==> src/rtl/calc_pkg.sv <==
// Shared encodings for the calculator datapath and its control unit:
// ALU op codes, write-data select codes and register-file geometry.
package calc_pkg;

    localparam int NUM_REGS = 4;
    localparam int ADDR_W   = 2;

    typedef enum logic [1:0] {
        OP_ADD = 2'b00,
        OP_SUB = 2'b01,
        OP_AND = 2'b10,
        OP_XOR = 2'b11
    } alu_op_e;

    typedef enum logic [1:0] {
        SEL_ALU  = 2'b00,
        SEL_ZERO = 2'b01,
        SEL_INB  = 2'b10,
        SEL_INA  = 2'b11
    } wsel_e;

endpackage

==> src/rtl/calc_regfile.sv <==
// 4-entry register file: one write port, two enabled combinational read ports.
// Reads return the pre-write contents; a disabled read port returns zero.
module calc_regfile
    import calc_pkg::*;
#(
    parameter int WIDTH = 4
) (
    input  logic              clk,
    input  logic              rst,
    input  logic              we,
    input  logic [ADDR_W-1:0] wa,
    input  logic [WIDTH-1:0]  wd,
    input  logic [ADDR_W-1:0] raa,
    input  logic              rea,
    input  logic [ADDR_W-1:0] rab,
    input  logic              reb,
    output logic [WIDTH-1:0]  rd_a,
    output logic [WIDTH-1:0]  rd_b
);

    logic [WIDTH-1:0] regs_q [NUM_REGS];
    logic [WIDTH-1:0] regs_d [NUM_REGS];

    always_comb begin
        // NOTE: start from the held value so every path assigns regs_d; no latch is inferred.
        regs_d = regs_q;
        if (we) begin
            regs_d[wa] = wd;
        end
    end

    // NOTE: the array is small flops, not RAM, so a full clear on reset is cheap and required.
    always_ff @(posedge clk) begin
        if (rst) begin
            regs_q <= '{default: '0};
        end else begin
            regs_q <= regs_d;
        end
    end

    assign rd_a = rea ? regs_q[raa] : '0;
    assign rd_b = reb ? regs_q[rab] : '0;

endmodule

==> src/rtl/calc_datapath.sv <==
// Calculator datapath: register file, inline ALU, write-back mux and display registers.
// Define CALC_FLAGS_EN to build the registered Zero/Carry flags; otherwise they are tied to 0.
module calc_datapath
    import calc_pkg::*;
#(
    parameter int WIDTH = 4
) (
    input  logic              CLK,
    input  logic              RST,
    input  logic [WIDTH-1:0]  InA,
    input  logic [WIDTH-1:0]  InB,
    input  logic [1:0]        Sel1,
    input  logic [ADDR_W-1:0] WA,
    input  logic              WE,
    input  logic [ADDR_W-1:0] RAA,
    input  logic [ADDR_W-1:0] RAB,
    input  logic              REA,
    input  logic              REB,
    input  logic [1:0]        C,
    input  logic              Sel2,
    input  logic              Done,
    output logic [WIDTH-1:0]  Out,
    output logic              Valid,
    output logic              Zero,
    output logic              Carry
);

    logic [WIDTH-1:0] rd_a;
    logic [WIDTH-1:0] rd_b;
    logic [WIDTH-1:0] alu_result;
    logic [WIDTH-1:0] wr_data;
    logic [WIDTH-1:0] out_q, out_d;
    logic             valid_q, valid_d;

    calc_regfile #(.WIDTH(WIDTH)) u_regfile (
        .clk  (CLK),
        .rst  (RST),
        .we   (WE),
        .wa   (WA),
        .wd   (wr_data),
        .raa  (RAA),
        .rea  (REA),
        .rab  (RAB),
        .reb  (REB),
        .rd_a (rd_a),
        .rd_b (rd_b)
    );

    always_comb begin
        alu_result = '0;
        case (C)
            OP_ADD:  alu_result = rd_a + rd_b;
            OP_SUB:  alu_result = rd_a - rd_b;
            OP_AND:  alu_result = rd_a & rd_b;
            OP_XOR:  alu_result = rd_a ^ rd_b;
            default: alu_result = '0;
        endcase
    end

    // ALU write-back uses this cycle's result, so op and store finish in one edge.
    always_comb begin
        wr_data = '0;
        case (Sel1)
            SEL_INA:  wr_data = InA;
            SEL_INB:  wr_data = InB;
            SEL_ALU:  wr_data = alu_result;
            SEL_ZERO: wr_data = '0;
            default:  wr_data = '0;
        endcase
    end

    always_comb begin
        out_d   = Sel2 ? alu_result : out_q;
        valid_d = Done;
    end

    // NOTE: sequential state uses non-blocking assignments so every flop samples pre-edge values.
    always_ff @(posedge CLK) begin
        if (RST) begin
            out_q   <= '0;
            valid_q <= 1'b0;
        end else begin
            out_q   <= out_d;
            valid_q <= valid_d;
        end
    end

    assign Out   = out_q;
    assign Valid = valid_q;

`ifdef CALC_FLAGS_EN
    logic [WIDTH:0] sum_ext;
    logic           alu_carry;
    logic           zero_q, zero_d;
    logic           carry_q, carry_d;

    // Subtract reports borrow (A < B unsigned); logic ops never carry.
    always_comb begin
        sum_ext   = {1'b0, rd_a} + {1'b0, rd_b};
        alu_carry = 1'b0;
        case (C)
            OP_ADD:  alu_carry = sum_ext[WIDTH];
            OP_SUB:  alu_carry = (rd_a < rd_b);
            default: alu_carry = 1'b0;
        endcase
        zero_d  = Sel2 ? (alu_result == '0) : zero_q;
        carry_d = Sel2 ? alu_carry : carry_q;
    end

    always_ff @(posedge CLK) begin
        if (RST) begin
            zero_q  <= 1'b0;
            carry_q <= 1'b0;
        end else begin
            zero_q  <= zero_d;
            carry_q <= carry_d;
        end
    end

    assign Zero  = zero_q;
    assign Carry = carry_q;
`else
    assign Zero  = 1'b0;
    assign Carry = 1'b0;
`endif

endmodule

==> config.mk <==
export PLATFORM = sky130hd
export DESIGN_NAME = calc_datapath
export DESIGN_NICKNAME = d
export VERILOG_FILES = /design/src/rtl/calc_pkg.sv /design/src/rtl/calc_regfile.sv /design/src/rtl/calc_datapath.sv
export SDC_FILE = /design/constraint.sdc
export NUM_CORES = 1
export LEC_CHECK = 0
export BUFFER_PORTS_ARGS = -buffer_cell sky130_fd_sc_hd__clkbuf_2
export CORE_MARGIN = 2
export CORE_UTILIZATION = 48
export DETAILED_ROUTE_END_ITERATION = 12
export GPL_TIMING_DRIVEN = 1
export MAX_ROUTING_LAYER = met4
export PLACE_DENSITY_LB_ADDON = 0.08
export SYNTH_ARGS = -nofsm -noshare
export SYNTH_HDL_FRONTEND = slang
export SYNTH_SLANG_ARGS = --single-unit
==> constraint.sdc <==
create_clock -name CLK -period 3 [get_ports CLK]
set_input_delay 0.6 -clock CLK [delete_from_list [all_inputs] [get_ports CLK]]
set_output_delay 0.6 -clock CLK [all_outputs]
set_load 0.05 [all_outputs]
==> results.yml, run 1 <==
floorplanning:
  die_area_um2: 3440
  dieWidth_um: 58.6
  die_y_um: 58.6
  initial_core_util: 0.511
  rows: 19
  io_pins: 32
  core-area_um2: 2810
drt:
  antenna_left: 0
  dr.pass1.iters: 8
  route.detailed.drc: 1
  via_per_inst: 5.82
  first_iter_violations: 47
  vias: 1287
  wl_um: 3410
  avgRoutedWirePerCell_um: 15.4
yosys:
  yosysSeqAreaShare: 0.293
  ys_ff_latch: 21
  synth_cell_types: 38
  synthesis.area_um2: 1430
  async_flop_share: 0
  synthesis.instances: 152
  synth_ff_type: "dfxtp_1"
  synth_edf_count: 0
  avgSynthCellArea_um2: 9.43
  synth-warning-count: 0
clocking:
  insertion_delay_ns: 0.31
  clkSinkCount: 21
  cts_hold_buffers: 0
  cts_buffers: 3
  cts_tree: "done"
  h-tree-depth: 1
  post-cts-setup-buffers: 0
  clock_tree.buffer_depth: 2
  path_clk_slew_ns: 0.12
  cts_root_buffer: "clkbuf_4"
sta:
  rsz0062_at_grt: "yes"
  setup_viol: 0
  final_max_slew_viol_count: 0
  postLayoutSetupSlackWorst_ns: 0.109
  slew_headroom: 0.573
  fmax_mhz: 346
  period_share: 0.964
  fin_crit_ns: 2.89
  finalHoldViolCount: 0
  finalClockSkew_ns: 0.00422
  tightest_slew_ns: 0.633
placed_design:
  placed_cell_area_um2: 1700
  place_congestion: 0.797
  post-place-ws_ns: -0.382
  portBuffers: 29
  dp_hpwl_um: 2850
setup_path:
  arrival_ns: 3.11
  cp_max_fo: 4
  endpoint_kind: "flip-flop"
  setup.worst_path.end: "u_regfile.regs_q[7]"
  r2r_end: "u_regfile.regs_q[7]"
  worstPathRequired_ns: 3.22
  slowest_delay_ns: 0.50
  start_kind: "input port"
  reg2reg_depth: 13
  rrSetupSlack_ns: 0.16
  crit_type: "input port to flip-flop"
  cp_cell_sequence: "buf_8 > mux4_2 > and2_4 > inv_2 > ha_4 > nand2_2 > o21ai_2 > inv_1 > ha_1 > a21o_1 > a21oi_2 > xor3_2 > mux2i_4 > a311oi_1"
  r2r_start: "u_regfile.regs_q[0]"
  cp_slowest_cell: "mux4_2"
  crit_path_start: "RAB[0]"
cells_and_area:
  nNetsFinal: 224
  drive_above_1_share: 0.353
  syn_to_final_growth_pct: 22.6
  fill_cells: 255
  final_cell_area_um2: 1760
  antenna_cells: 0
outcome:
  status: "finished with violations"
  failed_checks: "DRC"
global_routing:
  grt_pass1_vias: 1220
  gr-total-overflow: 0
  grt_max_degree: 22
  track_usage: 0.216
  grt_pass1_wl_um: 5420
  antenna_found_initial: 0
pwr:
  total_leakage_power_uw: 0.000776
  max-vdd-ir-drop_uv: 293
  power_density_nw_per_um2: 368
job:
  drv_cap: 0
min_path:
  hp-class: "input port to flip-flop"
[sequential cells by signal, indices dropped and copies added (netlist names)]
register,cells
Out,4
u_regfile.regs_q,16
Valid,1
[cell families (layout without fill, tap and decap cells)]
group | count (synthesis) | in the layout | share of synthesized area
xor+xnor | 4 | 4 | 0.0358
simple gates | 54 | 54 | 0.172
mux | 18 | 18 | 0.208
compound gates | 31 | 31 | 0.169
buf+inv | 15 | 52 | 0.0445
fa+ha+maj | 8 | 8 | 0.0751
other cells | 1 | 2 | 0.00262
flops | 21 | 21 | 0.293
[cells in the final DEF (no fill, tap or decap), drive strengths merged, types with 6 or more instances in the layout]
cell type	count
buf	14
ha	7
a211oi	10
a311oi	9
mux2	6
inv	6
mux4	7
nand2	14
nor2	26
dfxtp	21
clkbuf	31
[metal layers]
metal	vias to the layer above	GRT usage	wire, µm
li1	647	-	-
met1	592	0.275	1590
met2	37	0.366	1630
met3	11	0.0220	113
met4	0	0.0584	79
met5	-	-	0
[stage by stage]
step	utilization	hold slack (ns)	total power, µW	std cells	TNS (ns)
2_1_floorplan	-	0.480	449	153	-0.230
3_3_place_gp	0.607	0.471	506	217	-1.75
3_5_place_dp	0.607	0.483	513	217	-2.58
4_1_cts	0.617	0.494	644	221	0
5_1_grt	0.626	0.495	682	221	-0.0131
6_report	0.626	0.493	647	221	0
[worst max-delay path, delay by kind of cell]
| family | cells | cell delay, ns |
|---|---|---|
| multiplexers | 2 | 0.72 |
| AO/OA/AOI/OAI | 4 | 0.66 |
| adder cells (fa/ha/maj) | 2 | 0.41 |
| XOR/XNOR | 1 | 0.32 |
| AND/OR/NAND/NOR | 2 | 0.22 |
| buffers and inverters | 3 | 0.19 |
[Yosys cell counts, types with 3 or more instances]
library cell | number | area [µm²]
o21ai_0 | 3 | 15.0
and2_1 | 4 | 25.0
a311oi_1 | 9 | 78.8
nor2_1 | 26 | 97.6
clkbuf_1 | 5 | 18.8
nand2_1 | 14 | 52.6
inv_1 | 6 | 22.5
ha_1 | 7 | 87.6
dfxtp_1 | 21 | 420
a211oi_1 | 10 | 75.1
mux2i_1 | 4 | 40.0
mux4_1 | 5 | 131
mux2_2 | 6 | 67.6
[cell type report]
cell class	instances	area, µm²	share of cell area
clock buffers	3	22.5	0.0128
flip-flops and latches	21	420	0.239
repair buffers	42	253	0.144
inverters	6	22.5	0.0128
clock inverters	1	5.00	0.00285
well taps	31	38.8	0.0221
multi-input cells	117	995	0.566
[repair_timing]
item,in CTS,in global routing
endpoints found under the setup margin,4,8
pin swaps,2,0
gates resized for setup,0,6
gates cloned,0,0
[where the power goes]
group / switching [µW] / internal [µW]
Sequential: 12.1 / 295
Combinational: 109 / 94.2
Clock: 86.6 / 49.8
Total: 208 / 439
[how the worst min path moves through the flow]
| stage | startpoint | to | slack, ns | depth (start not counted) |
|---|---|---|---|---|
| after floorplan | u_regfile.regs_q[11] | u_regfile.regs_q[11] | 0.48 | 2 |
| after global placement | Out[0] | Out[0] | 0.47 | 2 |
| after detailed placement | Out[3] | Out[3] | 0.48 | 2 |
| after CTS | Done | Valid | 0.49 | 2 |
| after global routing | Done | Valid | 0.49 | 2 |
| final | Done | Valid | 0.49 | 2 |
Note: power is estimated with default switching activity, not from simulation.
==> run 2, diff against run 1 <==
--- a/config.mk
+++ b/config.mk
@@ -10,7 +10,6 @@
 export CORE_UTILIZATION = 48
 export DETAILED_ROUTE_END_ITERATION = 12
 export GPL_TIMING_DRIVEN = 1
-export MAX_ROUTING_LAYER = met4
 export PLACE_DENSITY_LB_ADDON = 0.08
 export SYNTH_ARGS = -nofsm -noshare
 export SYNTH_HDL_FRONTEND = slang
==> results.yml, run 2 (synthesized netlist as in run 1, its figures left out) <==
sta:
  final_max_slew_viol_count: 0
  postLayoutSetupSlackWorst_ns: 0.0973
  period_share: 0.968
  finalClockSkew_ns: 0.00674
  rsz0062_at_grt: "yes"
  tightest_slew_ns: 0.637
  setup_viol: 0
  slew_headroom: 0.570
  fin_crit_ns: 2.90
  finalHoldViolCount: 0
  fmax_mhz: 345
global_routing:
  grt_max_degree: 22
  grt_pass1_vias: 1221
  antenna_found_initial: 0
  gr-total-overflow: 0
  grt_pass1_wl_um: 5420
  track_usage: 0.209
setup_path:
  cp_max_fo: 4
  worstPathRequired_ns: 3.22
  start_kind: "input port"
  crit_type: "input port to flip-flop"
  cp_num_buf_inv: 3
  cpLargestDelayFamily: "multiplexers"
  slowest_delay_ns: 0.50
  cp_cell_sequence: "buf_8 > mux4_2 > and2_4 > inv_2 > ha_4 > nand2_2 > o21ai_2 > inv_1 > ha_1 > a21o_1 > a21oi_2 > xor3_2 > mux2i_4 > a311oi_1"
  cp_slowest_cell: "mux4_2"
  endpoint_kind: "flip-flop"
  reg2reg_depth: 13
  cp.depth: 14
  arrival_ns: 3.12
pwr:
  max-vdd-ir-drop_uv: 292
  power_density_nw_per_um2: 367
  total_leakage_power_uw: 0.000776
placed_design:
  dp.cells: 217
  dp_hpwl_um: 2850
  portBuffers: 29
  post-place-ws_ns: -0.382
  placed_cell_area_um2: 1700
  place_congestion: 0.786
min_path:
  holdPathStages: 2
  hp-class: "input port to flip-flop"
floorplanning:
  die_area_um2: 3440
  io_pins: 32
  dieWidth_um: 58.6
  die_y_um: 58.6
  core-area_um2: 2810
  initial_core_util: 0.511
  rows: 19
clocking:
  h-tree-depth: 1
  path_clk_slew_ns: 0.12
  cts_root_buffer: "clkbuf_4"
  insertion_delay_ns: 0.31
  clock_tree.buffer_depth: 2
  cts_tree: "done"
  cts_buffers: 3
  cts_hold_buffers: 0
  clkSinkCount: 21
drt:
  dr.pass1.iters: 8
  route.detailed.drc: 1
  vias: 1283
  wl_um: 3420
  avgRoutedWirePerCell_um: 15.5
  first_iter_violations: 44
  antenna_left: 0
  via_per_inst: 5.81
cells_and_area:
  regMostFlops: "u_regfile.regs_q"
  layout_commonest_cell: "clkbuf_2"
  antenna_cells: 0
  drive_above_1_share: 0.353
  largest_register_ffs: 16
  final_cells: 221
  fill_cells: 255
  mostFrequentLayoutCells: "clkbuf_2 (28), nor2_1 (26), dfxtp_1 (21)"
  nNetsFinal: 224
  syn_to_final_growth_pct: 22.6
  final_cell_area_um2: 1760
job:
  drv_cap: 0
outcome:
  status: "finished with violations"
  failed_checks: "DRC"
-- run 2: cell counts in the layout (fill, tap and decap cells not counted) --
No cell type changed its count.
-- run 2: metal layers --
| metal | global-route usage | share of wire |
|---|---|---|
| met1 | 0.275 | 0.46 |
| met2 | 0.366 | 0.48 |
| met3 | 0.0220 | 0.041 |
| met4 | 0.0584 | 0.020 |
| met5 | 0 | 0 |
-- run 2: final cells by class --
type	instances	area, µm²	share of cell area
multi-input cells	117	995	0.566
flip-flops and latches	21	420	0.239
repair buffers	42	253	0.144
well taps	31	38.8	0.0221
clock buffers	3	22.5	0.0128
inverters	6	22.5	0.0128
clock inverters	1	5.00	0.00285
-- run 2: per-stage QoR --
step	total power, µW	hold slack [ns]	setup TNS, ns	utilization
after floorplan	449	0.480	-0.230	-
after global placement	506	0.471	-1.75	0.607
after detailed placement	513	0.483	-2.58	0.607
after CTS	644	0.494	0	0.617
after global routing	682	0.495	-0.0131	0.626
final	646	0.493	0	0.626
-- run 2: path summary, 6_finish.rpt --
check / to / slack [ns] / start
max reg2reg: u_regfile.regs_q[7] / 0.15 / u_regfile.regs_q[0]
min reg2reg: Out[3] / 0.50 / Out[3]
max: u_regfile.regs_q[7] / 0.1 / RAB[0]
min: Valid / 0.49 / Done
-- run 2: what timing repair did --
action,4_1_cts,5_1_grt
setup endpoints to repair,4,8
pin swaps,2,0
setup buffers,0,0
gates resized for setup,0,6
cloned,0,0
-- run 2: power by group --
group	total (µW)	leakage (µW)	switching, µW	internal, µW
sequential	307	0.000172	12.0	295
combinational	204	0.000586	109	94.2
clock	135	0.0000177	85.3	49.8
total	646	0.000776	207	439
-- run 2: worst reg2reg max path: stages, from the launching register on --
cell      delay [ns]
dfxtp_1         0.34
mux4_2          0.49
and2_4          0.16
inv_2           0.05
ha_4            0.19
nand2_2         0.06
o21ai_2         0.07
inv_1           0.06
ha_1            0.22
a21o_1          0.19
a21oi_2         0.12
xor3_2          0.32
mux2i_4         0.22
a311oi_1        0.29
==> run 3, diff against run 2 <==
--- a/config.mk
+++ b/config.mk
@@ -9,7 +9,8 @@
 export CORE_MARGIN = 2
 export CORE_UTILIZATION = 48
 export DETAILED_ROUTE_END_ITERATION = 12
-export GPL_TIMING_DRIVEN = 1
+export GPL_TIMING_DRIVEN = 0
+export HOLD_SLACK_MARGIN = 0.1
 export PLACE_DENSITY_LB_ADDON = 0.08
 export SYNTH_ARGS = -nofsm -noshare
 export SYNTH_HDL_FRONTEND = slang
==> results.yml, run 3 (synthesized netlist as in run 1, its figures left out) <==
outcome:
  failed_checks: "DRC, setup timing"
  status: "finished with violations"
sta:
  tightest_slew_ns: 0.934
  slew_headroom: 0.376
  fin_crit_ns: 3.00
  finalClockSkew_ns: 0.00457
  setup_viol: 1
  final_max_slew_viol_count: 0
  rsz0062_at_grt: "yes"
  fmax_mhz: 333
  period_share: 1.00
  tns_ns: -0.00190
  hold-worst-slack_ns: 0.459
  postLayoutSetupSlackWorst_ns: -0.00190
  finalHoldViolCount: 0
cells_and_area:
  layout_commonest_cell: "nor2_1"
  mostFrequentLayoutCells: "nor2_1 (26), clkbuf_2 (25), dfxtp_1 (21)"
  final_cell_area_um2: 1760
  regMostFlops: "u_regfile.regs_q"
  fin_util: 0.628
  largest_register_ffs: 16
  nNetsFinal: 222
  syn_to_final_growth_pct: 22.9
  fill_cells: 236
  multi_input_area_um2: 1020
  drive_above_1_share: 0.324
  antenna_cells: 0
  register_area_um2: 420
drt:
  wl_met3_um: 115
  route.detailed.drc: 1
  via_per_inst: 5.86
  avgRoutedWirePerCell_um: 15.8
  drt-met1-wl_um: 1690
  antenna_left: 0
  top_layer: "met4"
  vias: 1283
  first_iter_violations: 32
  dr.pass1.iters: 9
  wl_um: 3450
  route.met2.wl_um: 1610
setup_path:
  start_kind: "input port"
  reg2reg_depth: 13
  r2r_end: "u_regfile.regs_q[11]"
  endpoint_kind: "flip-flop"
  worstPathRequired_ns: 3.22
  r2r_start: "u_regfile.regs_q[4]"
  cp_max_fo: 4
  cpLargestDelayFamily: "multiplexers"
  cp_slowest_cell: "mux4_2"
  rrSetupSlack_ns: 0.06
  arrival_ns: 3.22
  slowest_delay_ns: 0.51
  crit_type: "input port to flip-flop"
  cp_cell_sequence: "clkbuf_16 > mux4_2 > and2_4 > inv_2 > ha_4 > nand2_4 > o21ai_4 > inv_1 > ha_1 > a21o_1 > a21oi_2 > xor3_2 > mux2i_4 > a311oi_1"
  cp_num_buf_inv: 3
floorplanning:
  io_pins: 32
  core-area_um2: 2810
  dieWidth_um: 58.6
  initial_core_util: 0.511
  die_y_um: 58.6
  rows: 19
  die_area_um2: 3440
clocking:
  cts_tree: "done"
  cts_root_buffer: "clkbuf_4"
  cts_buffers: 3
  path_clk_slew_ns: 0.12
  clock_tree.buffer_depth: 2
  cts_hold_buffers: 0
  h-tree-depth: 1
  insertion_delay_ns: 0.31
  clkSinkCount: 21
global_routing:
  gr-total-overflow: 0
  grt_max_degree: 13
  grt_pass1_vias: 1213
  antenna_found_initial: 0
  track_usage: 0.211
  grt_pass1_wl_um: 5600
pwr:
  p_int_uw: 438
  switchingPower_uw: 215
  max-vdd-ir-drop_uv: 317
  power_frac_clock: 0.211
  total_leakage_power_uw: 0.000757
  swShare: 0.329
  power_density_nw_per_um2: 371
  comb_power_share: 0.319
  power_frac_seq: 0.469
placed_design:
  dp_hpwl_um: 2680
  post-place-ws_ns: -0.482
  place_congestion: 0.773
  portBuffers: 26
  placed_cell_area_um2: 1630
min_path:
  holdPathEnd: "Valid"
  holdPathStages: 2
  hp-class: "input port to flip-flop"
  holdCritStartpoint: "RST"
job:
  drv_cap: 0
## run 3: cell types whose count changed in the layout (fill, tap and decap cells not counted), moves of 2 or more
cell | previous run | this run
buf_4 | 13 | 7
buf_1 | 0 | 2
clkbuf_1 | 0 | 5
clkbuf_2 | 28 | 25
## run 3: cell type report
class	instances	area share
inverters	6	0.0128
repair buffers	31	0.107
clock inverters	1	0.00284
clock buffers	3	0.0128
well taps	31	0.0220
plain buffers	9	0.0235
multi-input cells	117	0.581
flip-flops and latches	21	0.239
## run 3: repair_timing
action | CTS | global route
endpoints found under the hold margin | 0 | 0
pin swaps | 8 | 1
buffers inserted | 2 | 3
endpoints found under the setup margin | 9 | 9
gates resized for setup | 5 | 6
cloned | 0 | 0
## run 3: worst reg2reg max path, stage by stage, from the launching register on
cell and delay, ns:
dfxtp_1 0.36, mux4_2 0.49, and2_4 0.19, inv_2 0.06, ha_4 0.20, nand2_4 0.06
o21ai_4 0.05, inv_1 0.05, ha_1 0.21, a21o_1 0.17, a21oi_2 0.15, xor3_2 0.34
mux2i_4 0.24, a311oi_1 0.29
## run 3: worst max path at each step
stage                 from                   end  slack, ns  cells past startpoint
floorplan           RAB[0]  u_regfile.regs_q[11]      -0.06                     13
global placement    RAB[0]  u_regfile.regs_q[15]      -0.41                     14
detailed placement  RAB[0]  u_regfile.regs_q[11]      -0.48                     14
CTS                 RAB[0]  u_regfile.regs_q[11]      -0.02                     14
global route        RAB[0]  u_regfile.regs_q[15]      -0.09                     14
finish              RAB[0]  u_regfile.regs_q[11]     -0.002                     14
## run 3: metal layers
metal | track usage | vias to the layer above
li1 | - | 633
met1 | 0.300 | 618
met2 | 0.353 | 27
met3 | 0.0154 | 5
met4 | 0.0487 | 0
met5 | 0 | -
## run 3: stage by stage
step | std cells | power [µW]
after detailed placement | 210 | 504
after global routing | 219 | 682
after CTS | 216 | 643
final | 219 | 653
after floorplan | 153 | 449
after global placement | 210 | 497
## run 3: power by group through the flow
stage	Sequential, µW	Clock, µW	Combinational, µW
6_report	306	138	208
5_1_grt	308	147	227
4_1_cts	306	138	199
3_5_place_dp	312	0	192
3_3_place_gp	311	0	185
2_1_floorplan	325	0	124
